==> config.mk <==
export PLATFORM = sky130hd
export DESIGN_NAME = alu_pipe_flat
export DESIGN_NICKNAME = d
export VERILOG_FILES = /design/src/rtl/alu_pkg.sv /design/src/rtl/alu_pipe_if.sv /design/src/rtl/alu_core.sv /design/src/rtl/alu_pipe.sv /design/src/flat_wrapper.sv
export SDC_FILE = /design/constraint.sdc
export NUM_CORES = 1
export LEC_CHECK = 0
export BUFFER_PORTS_ARGS = -buffer_cell sky130_fd_sc_hd__buf_2
export CORE_ASPECT_RATIO = 0.9
export CORE_MARGIN = 5
export CORE_UTILIZATION = 47
export CTS_CLUSTER_SIZE = 8
export DETAILED_ROUTE_END_ITERATION = 8
export PLACE_DENSITY = 0.66
export SLEW_MARGIN = 10
export SYNTH_ARGS = -nofsm -noshare
export SYNTH_HDL_FRONTEND = slang
export SYNTH_SLANG_ARGS = --single-unit
==> constraint.sdc <==
create_clock -name clock -period 5 [get_ports clock]
set_input_delay 0.75 -clock clock [delete_from_list [all_inputs] [get_ports clock]]
set_output_delay 0.75 -clock clock [all_outputs]
set_load 0.005 [all_outputs]
==> src/rtl/alu_pkg.sv <==
// Shared types for the pipelined ALU: operation encoding and status flags.
package alu_pkg;

  typedef enum logic [2:0] {
    ADD = 3'b100,
    SUB = 3'b010,
    AND = 3'b001,
    OR  = 3'b110,
    XOR = 3'b011,
    SHL = 3'b101,
    SHR = 3'b111
  } aluFun_t;

  typedef struct packed {
    logic zero;
    logic neg;
    logic carry;
    logic ovf;
    logic illegal;
  } aluFlags_t;

endpackage

==> src/rtl/alu_pipe_if.sv <==
// Operand/result handshake bundle between producer, ALU pipe and consumer.
interface alu_pipe_if #(
  parameter int WIDTH = 8,
  parameter int CNT_W = 16
);
  import alu_pkg::*;

  logic             in_valid;
  logic             in_ready;
  logic [WIDTH-1:0] a;
  logic [WIDTH-1:0] b;
  aluFun_t          op;
  logic             out_valid;
  logic             out_ready;
  logic [WIDTH-1:0] result;
  aluFlags_t        flags;
  logic [CNT_W-1:0] op_count;

  modport master (
    output in_valid, a, b, op, out_ready,
    input  in_ready, out_valid, result, flags, op_count
  );

  modport slave (
    input  in_valid, a, b, op, out_ready,
    output in_ready, out_valid, result, flags, op_count
  );
endinterface

==> src/rtl/alu_core.sv <==
// Combinational ALU datapath: a, b, op -> result and status flags.
module alu_core
  import alu_pkg::*;
#(
  parameter int WIDTH = 8
) (
  input  logic [WIDTH-1:0] a,
  input  logic [WIDTH-1:0] b,
  input  aluFun_t          op,
  output logic [WIDTH-1:0] result,
  output aluFlags_t        flags
);
  localparam int SH_W = $clog2(WIDTH);

  logic [WIDTH:0]   sum, diff, shl_ext, shr_ext;
  logic [SH_W-1:0]  shamt;
  logic [WIDTH-1:0] res;
  aluFlags_t        fl;

  always_comb begin
    shamt   = b[SH_W-1:0];
    sum     = {1'b0, a} + {1'b0, b};
    diff    = {1'b0, a} - {1'b0, b};
    // One guard bit on the far side of each shift catches the last bit shifted out.
    shl_ext = {1'b0, a} << shamt;
    shr_ext = {a, 1'b0} >> shamt;
    res     = '0;
    fl      = '0;
    case (op)
      ADD: begin
        res      = sum[WIDTH-1:0];
        fl.carry = sum[WIDTH];
        fl.ovf   = (a[WIDTH-1] == b[WIDTH-1]) && (res[WIDTH-1] != a[WIDTH-1]);
      end
      SUB: begin
        res      = diff[WIDTH-1:0];
        fl.carry = diff[WIDTH];
        fl.ovf   = (a[WIDTH-1] != b[WIDTH-1]) && (res[WIDTH-1] != a[WIDTH-1]);
      end
      AND: res = a & b;
      OR:  res = a | b;
      XOR: res = a ^ b;
      SHL: begin
        res      = shl_ext[WIDTH-1:0];
        fl.carry = shl_ext[WIDTH];
      end
      SHR: begin
        res      = shr_ext[WIDTH:1];
        fl.carry = shr_ext[0];
      end
      default: fl.illegal = 1'b1;
    endcase
    // Illegal ops report only the illegal flag, not zero for their forced-0 result.
    if (!fl.illegal) begin
      fl.zero = (res == '0);
      fl.neg  = res[WIDTH-1];
    end
    result = res;
    flags  = fl;
  end
endmodule

==> src/rtl/alu_pipe.sv <==
// Two-stage ALU pipe: S1 holds operands, S2 holds result/flags; valid/ready on both ends.
module alu_pipe
  import alu_pkg::*;
#(
  parameter int WIDTH = 8,
  parameter int CNT_W = 16
) (
  input logic       clock,
  input logic       reset,
  alu_pipe_if.slave bus
);
  logic [2:1]       vld_pipe;
  logic [WIDTH-1:0] s1_a, s1_b;
  aluFun_t          s1_op;
  logic [WIDTH-1:0] s2_result, core_result;
  aluFlags_t        s2_flags, core_flags;
  logic [CNT_W-1:0] cnt;
  logic             s2_load, in_ready, accept, fire;

  alu_core #(.WIDTH(WIDTH)) u_core (
    .a      (s1_a),
    .b      (s1_b),
    .op     (s1_op),
    .result (core_result),
    .flags  (core_flags)
  );

  // S1 may refill in the same cycle it hands off to S2, so no bubble while flowing.
  assign s2_load  = vld_pipe[1] && (!vld_pipe[2] || bus.out_ready);
  assign in_ready = !vld_pipe[1] || s2_load;
  assign accept   = bus.in_valid && in_ready;
  assign fire     = vld_pipe[2] && bus.out_ready;

  always_ff @(posedge clock or posedge reset) begin
    if (reset) begin
      vld_pipe  <= '0;
      s1_a      <= '0;
      s1_b      <= '0;
      s1_op     <= ADD;
      s2_result <= '0;
      s2_flags  <= '0;
      cnt       <= '0;
    end else begin
      if (in_ready) vld_pipe[1] <= bus.in_valid;
      if (accept) begin
        s1_a  <= bus.a;
        s1_b  <= bus.b;
        s1_op <= bus.op;
      end
      if (s2_load) begin
        vld_pipe[2] <= 1'b1;
        s2_result   <= core_result;
        s2_flags    <= core_flags;
      end else if (bus.out_ready) begin
        vld_pipe[2] <= 1'b0;
      end
      if (fire && cnt != '1) cnt <= cnt + 1'b1;
    end
  end

  assign bus.in_ready  = in_ready;
  assign bus.out_valid = vld_pipe[2];
  assign bus.result    = s2_result;
  assign bus.flags     = s2_flags;
  assign bus.op_count  = cnt;
endmodule

==> src/flat_wrapper.sv <==
// flat-port wrapper written by rule: the top's interface ports become plain ports
module alu_pipe_flat import alu_pkg::*;
#(
  parameter int WIDTH = 8,
  parameter int CNT_W = 16
)
  (clock, reset, bus_in_valid, bus_a, bus_b, bus_op, bus_out_ready, bus_in_ready, bus_out_valid, bus_result, bus_flags, bus_op_count);
  alu_pipe_if #(.WIDTH(WIDTH), .CNT_W(CNT_W)) bus_i ();
  input logic clock;
  input logic reset;
  input wire logic [$bits(bus_i.in_valid)-1:0] bus_in_valid;
  input wire logic [$bits(bus_i.a)-1:0] bus_a;
  input wire logic [$bits(bus_i.b)-1:0] bus_b;
  input wire logic [$bits(bus_i.op)-1:0] bus_op;
  input wire logic [$bits(bus_i.out_ready)-1:0] bus_out_ready;
  output wire logic [$bits(bus_i.in_ready)-1:0] bus_in_ready;
  output wire logic [$bits(bus_i.out_valid)-1:0] bus_out_valid;
  output wire logic [$bits(bus_i.result)-1:0] bus_result;
  output wire logic [$bits(bus_i.flags)-1:0] bus_flags;
  output wire logic [$bits(bus_i.op_count)-1:0] bus_op_count;
  assign bus_i.in_valid = bus_in_valid;
  assign bus_i.a = bus_a;
  assign bus_i.b = bus_b;
  assign bus_i.op = bus_op;
  assign bus_i.out_ready = bus_out_ready;
  assign bus_in_ready = bus_i.in_ready;
  assign bus_out_valid = bus_i.out_valid;
  assign bus_result = bus_i.result;
  assign bus_flags = bus_i.flags;
  assign bus_op_count = bus_i.op_count;
  alu_pipe #(.WIDTH(WIDTH), .CNT_W(CNT_W)) u_core (.clock(clock), .reset(reset), .bus(bus_i));
endmodule
==> results of run 1 <==
final cells by class:
cell class	instances	share of cell area
clock inverter	3	0.00700
clock buffer	5	0.0167
multi-input combinational	303	0.555
sequential	50	0.305
tap	96	0.0292
inverter	23	0.0210
timing repair buffer	54	0.0664
through the flow:
step           cell area [um^2]  cells  setup WS [ns]
2_1_floorplan              3710    392           2.54
3_3_place_gp               4010    526           1.95
3_5_place_dp               4010    526           1.81
4_1_cts                    4110    534           1.80
5_1_grt                    4110    534           1.56
6_report                   4110    534           1.77
cell families after synthesis:
kind of cell,count (synthesis),synth area share
DFF,50,0.338
buffers and inverters,39,0.0472
AOI/OAI and AO/OA,92,0.170
adders and majority gates,28,0.0985
xor gates and xnor gates,16,0.0378
muxes,44,0.144
and+or+nand+nor,123,0.165
cell usage after synthesis (2+ instances only):
| cell type | n | share of area |
|---|---|---|
| a21o_1 | 7 | 0.014 |
| o21ai_1 | 3 | 0.0040 |
| o221ai_1 | 4 | 0.0094 |
| a31oi_1 | 3 | 0.0051 |
| nand2b_1 | 13 | 0.022 |
| o22ai_1 | 9 | 0.015 |
| dfrtp_1 | 49 | 0.33 |
| nor2b_1 | 7 | 0.012 |
| a21oi_1 | 19 | 0.026 |
| o2111ai_1 | 2 | 0.0047 |
| and3_1 | 4 | 0.0067 |
| o21bai_1 | 3 | 0.0061 |
| xnor2_1 | 11 | 0.026 |
| nor2_1 | 24 | 0.024 |
| mux4_2 | 5 | 0.030 |
| nand2_1 | 35 | 0.035 |
| o31a_1 | 2 | 0.0047 |
| a211o_1 | 2 | 0.0047 |
| buf_6 | 2 | 0.0061 |
| a211oi_1 | 4 | 0.0081 |
| xor2_1 | 5 | 0.012 |
| nor3_1 | 6 | 0.0081 |
| a221o_1 | 3 | 0.0081 |
| inv_1 | 22 | 0.022 |
| o21ai_0 | 17 | 0.023 |
| nand4_1 | 3 | 0.0051 |
| nor4_1 | 3 | 0.0051 |
| nand3_1 | 14 | 0.019 |
| or3_1 | 4 | 0.0067 |
| mux2_2 | 26 | 0.079 |
| nand3b_1 | 5 | 0.010 |
| fa_1 | 2 | 0.011 |
| a21boi_0 | 2 | 0.0040 |
| mux2i_1 | 13 | 0.035 |
| buf_2 | 8 | 0.011 |
| o211ai_1 | 3 | 0.0061 |
| ha_1 | 26 | 0.088 |
| clkbuf_1 | 5 | 0.0051 |
metal layers:
layer	wire length, um	up-vias	global-route usage
li1	-	1502	-
met1	4500	1519	0.300
met2	4200	139	0.300
met3	744	14	0.0351
met4	130	0	0.0492
met5	0	-	0
state kept, by name, indices dropped and copies added (netlist names):
| name | cells |
|---|---|
| u_core.bus.op_count | 16 |
| u_core.bus.result | 8 |
| u_core.s1_a | 8 |
| u_core.s1_b | 8 |
| u_core.bus.flags | 5 |
| u_core.s1_op | 3 |
| u_core.vld_pipe | 2 |
report_power, final:
part	switching, W	total (W)	internal (W)	leakage [nW]
logic	0.000347	0.000647	0.000300	1.25
clock network	0.000156	0.000261	0.000105	0.0506
registers	0.000119	0.000605	0.000487	0.622
total	0.000621	0.00151	0.000892	1.93
path summary, 6_finish.rpt:
check                      slack, ns                     end            startpoint
setup / recovery                1.77     u_core.bus.flags[4]        u_core.s1_b[0]
hold / removal                  0.48    u_core.bus.result[7]  u_core.bus.result[7]
setup reg to reg                1.77     u_core.bus.flags[4]        u_core.s1_b[0]
min in group asynchronous       0.67  u_core.bus.op_count[6]                 reset
max in group asynchronous       3.68          u_core.s1_a[3]                 reset
hold reg to reg                 0.48    u_core.bus.result[7]  u_core.bus.result[7]
==> impl_metrics.env, run 1 <==
export IMPL_synth_edf_count=0
export IMPL_cts_root_buffer="clkbuf_8"
export IMPL_cap_violations=0
export IMPL_cp_depth=9
export IMPL_cp_cell_sequence="ha_1, fa_1, xor2_1, o21ai_0, o22ai_1, nor4_1, nand4b_1, or4_1, o21ai_1"
export IMPL_hold_class="register to register"
export IMPL_dp_hpwl_mm=7.27
export IMPL_cpMaxStageDelayCell="dfrtp_1"
export IMPL_ant_nets=0
export IMPL_worst_hold_slack_ns=0.479
export IMPL_grt_max_degree=51
export IMPL_cp_arrival_ns=3.48
export IMPL_clockBufferDepth=2
export IMPL_final_util=0.539
export IMPL_grt_pass1_vias=3015
export IMPL_yosysUniqueCellTypes=55
export IMPL_initial_core_util=0.487
export IMPL_hold_buffers=0
export IMPL_cts_sinks=50
export IMPL_vdd_drop_max_v=0.000143
export IMPL_min_period_ns=3.23
export IMPL_synth_nets=443
export IMPL_mostFrequentLayoutCell="buf_2"
export IMPL_r2r_cells=9
export IMPL_antenna_found_initial=0
export IMPL_synth_avg_cell_area_um2=9.46
export IMPL_async_flop_share=1.00
export IMPL_critPathBufInv=0
export IMPL_drtIter0Drc=248
export IMPL_syn_to_final_growth_pct=10.8
export IMPL_relSlewSlack=0.250
export IMPL_cts_inserted_buffers=5
export IMPL_setup_tns_final_ns=0
export IMPL_syn_area_um2=3710
export IMPL_hold_viol=0
export IMPL_fin_nets=488
export IMPL_row_count=30
export IMPL_synth_seq_cells=50
export IMPL_clock_latency_ns=0.32
export IMPL_cts_tree="done"
export IMPL_die_y_um=94.3
export IMPL_multi_input_comb_area_um2=2280
export IMPL_viasPerCell=5.94
export IMPL_outcome="complete, no violations"
export IMPL_cts_resized=0
export IMPL_dieArea_um2=9770
export IMPL_seqCellArea_um2=1250
export IMPL_grt_pass1_wl_mm=16.1
export IMPL_dr_pass1_iters=5
export IMPL_slew_viol_final=0
export IMPL_grt_overflow_total=0
export IMPL_diodes=0
export IMPL_drive_gt1_frac=0.233
export IMPL_fillers=726
export IMPL_dr_total_vias=3174
export IMPL_end_kind="register"
export IMPL_cp_top_family="simple AND/OR/NAND/NOR gates"
export IMPL_core_um2=7620
export IMPL_setup_violations=0
export IMPL_cts_max_level=2
export IMPL_critPathKind="register to register"
export IMPL_totalWireLength_mm=9.58
export IMPL_die_w_um=104
export IMPL_p_leak_nw=1.93
export IMPL_ys_flop_type="dfrtp_1"
export IMPL_gp_congestion=0.965
export IMPL_ios=54
export IMPL_p_per_area_nw_per_um2=368
export IMPL_ys_seq_area_frac=0.338
export IMPL_layout_common_cells="buf_2, dfrtp_1, nand2_1"
export IMPL_postCtsSetupBuffers=0
export IMPL_cpPeakStageDelay_ns=0.72
export IMPL_crit_path_start_kind="register"
export IMPL_total_power_w=0.00151
export IMPL_avgRoutedWirePerCell_um=17.9
export IMPL_hold_depth=1
export IMPL_finClkSkew_ns=0.0104
export IMPL_clk_pin_slew_worst_paths_ns=0.10
export IMPL_worst_slew_pin_slew_ns=1.11
export IMPL_remaining_drc_errors=0
export IMPL_cp_data_required_time_ns=5.25
export IMPL_cp_max_fo=24
export IMPL_synthCells=392
export IMPL_gr_usage_all_layers=0.201
export IMPL_finalCritPeriodShare=0.646
export IMPL_io_buffers=53
export IMPL_yosys_warnings=0
export IMPL_max_freq_mhz=309
export IMPL_rsz0062_at_grt="no"
No activity file was read; power rests on OpenSTA's default activity.
==> inputs of run 2 (changes only) <==
ABC_AREA = 1   (was default)
PLACE_DENSITY = 0.68   (was 0.66)
clock period = 2.63 ns   (was 5 ns; I/O delays follow)
==> run 2 against run 1 <==
  * Total power is 100% higher
  * Critical path depth rose by 3
  * Setup slack got worse by 1.4 ns
  * Final cell count up 29%
  * Via count is 16% higher
  * First-iteration DRC count is 7.3% higher
  * Critical path type unchanged
  * Critical endpoint unchanged
==> impl_metrics.env, run 2 <==
export IMPL_antenna_found_initial=0
export IMPL_largest_register_ffs=16
export IMPL_cap_violations=0
export IMPL_critPathBufInv=0
export IMPL_hold_buffers=0
export IMPL_cts_inserted_buffers=5
export IMPL_finClkSkew_ns=0.00589
export IMPL_row_count=30
export IMPL_synth_compound_area_frac=0.0774
export IMPL_slew_viol_final=0
export IMPL_clock_latency_ns=0.31
export IMPL_cp_data_required_time_ns=2.89
export IMPL_grt_overflow_total=0
export IMPL_synthTopCellsByArea="dfrtp_1, nand2_1, nand3_1, ha_1, nor2_1"
export IMPL_dr_wl_met2_mm=4.93
export IMPL_synth_top_family_by_area="simple AND/OR/NAND/NOR gates"
export IMPL_ant_nets=0
export IMPL_setup_tns_final_ns=0
export IMPL_relSlewSlack=0.568
export IMPL_dp_hpwl_mm=8.41
export IMPL_synth_nets=587
export IMPL_finalCritPeriodShare=0.877
export IMPL_cpPeakStageDelay_ns=0.50
export IMPL_yosys_warnings=0
export IMPL_cpMaxStageDelayCell="dfrtp_1"
export IMPL_cts_sinks=50
export IMPL_max_freq_mhz=433
export IMPL_cts_max_level=2
export IMPL_p_leak_nw=2.30
export IMPL_synth_avg_cell_area_um2=6.90
export IMPL_synth_most_common_cell="nand2_1"
export IMPL_synthMuxAreaShare=0
export IMPL_wl_met3_um=749
export IMPL_synth_simple_gate_area_frac=0.368
export IMPL_final_util=0.550
export IMPL_remaining_drc_errors=0
export IMPL_cp_cell_sequence="ha_1, fa_1, or2_2, nand3_1, nand2_1, nor2_1, nand2_1, nor2_1, nand3_1, nor2_1, nand3_1, nand2_1"
export IMPL_layout_common_cells="nand2_1, nand3_1, nor2_1"
export IMPL_ys_seq_area_frac=0.338
export IMPL_dr_total_vias=3686
export IMPL_grt_pass1_wl_mm=17.3
export IMPL_io_buffers=53
export IMPL_outcome="complete, no violations"
export IMPL_dieArea_um2=9750
export IMPL_gr_usage_all_layers=0.218
export IMPL_worst_slew_pin_slew_ns=0.647
export IMPL_die_w_um=104
export IMPL_cts_resized=0
export IMPL_synth_seq_cells=50
export IMPL_p_per_area_nw_per_um2=734
export IMPL_dr_pass1_iters=8
export IMPL_grt_pass1_vias=3539
export IMPL_totalWireLength_mm=10.6
export IMPL_yosys_area_top_type="dfrtp_1"
export IMPL_rsz0062_at_grt="no"
export IMPL_yosys_area_top_type_share=0.331
export IMPL_cp_arrival_ns=2.57
export IMPL_fin_nets=641
export IMPL_drive_gt1_frac=0.139
export IMPL_r2r_cells=12
export IMPL_mostFrequentLayoutCell="nand2_1"
export IMPL_cp_top_family="simple AND/OR/NAND/NOR gates"
export IMPL_syn_area_um2=3700
export IMPL_cp_max_fo=11
export IMPL_min_period_ns=2.31
export IMPL_end_kind="register"
export IMPL_ios=54
export IMPL_synth_edf_count=0
export IMPL_setup_violations=0
export IMPL_synth_xor_area_frac=0.0379
export IMPL_cts_root_buffer="clkbuf_8"
export IMPL_cp_depth=12
export IMPL_initial_core_util=0.486
export IMPL_core_um2=7620
export IMPL_clk_pin_slew_worst_paths_ns=0.10
export IMPL_gp_congestion=0.911
export IMPL_critPathKind="register to register"
export IMPL_hold_class="input port to async pin"
export IMPL_synthCells=536
export IMPL_yosys_area_share_adder=0.0987
export IMPL_fillers=769
export IMPL_synthTopCellsByCount="nand2_1, nand3_1, nor2_1"
export IMPL_avgRoutedWirePerCell_um=15.5
export IMPL_hold_viol=0
export IMPL_die_y_um=94.2
export IMPL_vdd_drop_max_v=0.000376
export IMPL_cts_tree="done"
export IMPL_top_layer_used="met4"
export IMPL_viasPerCell=5.37
export IMPL_syn_to_final_growth_pct=13.3
export IMPL_diodes=0
export IMPL_grt_max_degree=51
export IMPL_crit_path_start_kind="register"
export IMPL_async_flop_share=1.00
export IMPL_drtIter0Drc=266
export IMPL_met1Wirelength_mm=4.75
export IMPL_ys_flop_type="dfrtp_1"
export IMPL_clockBufferDepth=2
export IMPL_yosysUniqueCellTypes=34
export IMPL_postCtsSetupBuffers=0
run 2: layout make-up:
type	instances	area (um^2)	area share
clock buffers	6	72.6	0.0173
multi-input cells	414	2160	0.514
clock inverters	2	37.5	0.00895
well taps	96	120	0.0286
repair buffers	61	338	0.0805
inverters	58	218	0.0519
flip-flops and latches	50	1250	0.299
run 2: path summary, 6_finish.rpt:
path                                      start                   end  slack, ns
max                              u_core.s1_b[0]   u_core.bus.flags[4]       0.32
min                                       reset  u_core.bus.result[0]       0.24
max reg2reg                      u_core.s1_b[0]   u_core.bus.flags[4]       0.32
min reg2reg                u_core.bus.result[0]  u_core.bus.result[0]       0.48
max in group asynchronous                 reset        u_core.s1_b[7]       1.96
min in group clock                    bus_op[2]       u_core.s1_op[2]       0.31
run 2: logic make-up (layout without fill, tap and decap cells):
family | after synthesis | after routing
compound gates | 54 | 54
xor+xnor | 16 | 16
fa+ha+maj | 28 | 28
simple gates | 316 | 316
flops | 50 | 50
buf+inv | 72 | 127
run 2: metal layers:
metal,vias up,global-route usage
met3,21,0.0275
met4,0,0.0536
met1,1686,0.297
met2,146,0.366
li1,1833,-
met5,-,0
run 2: power breakdown:
| group | switching, W | internal [W] | total (W) |
|---|---|---|---|
| Combinational | 0.000870 | 0.000505 | 0.00137 |
| Sequential | 0.000190 | 0.000956 | 0.00115 |
| Clock | 0.000275 | 0.000284 | 0.000559 |
run 2: metrics by stage:
| stage | cell area [um^2] | setup slack [ns] | hold slack (ns) | total power [W] | cells |
|---|---|---|---|---|---|
| finish | 4190 | 0.322 | 0.240 | 0.00308 | 687 |
| global route | 4190 | 0.142 | 0.305 | 0.00334 | 687 |
| CTS | 4190 | 0.348 | 0.270 | 0.00308 | 687 |
| detailed placement | 4080 | 0.373 | 0.461 | 0.00252 | 679 |
| global placement | 4080 | 0.404 | 0.464 | 0.00251 | 679 |
| floorplan | 3700 | 0.662 | 0.472 | 0.00204 | 536 |
run 2: tightest hold or removal path: cells and delay by family:
family | cells | cell delay, ns
buffers and inverters | 3 | 0.65
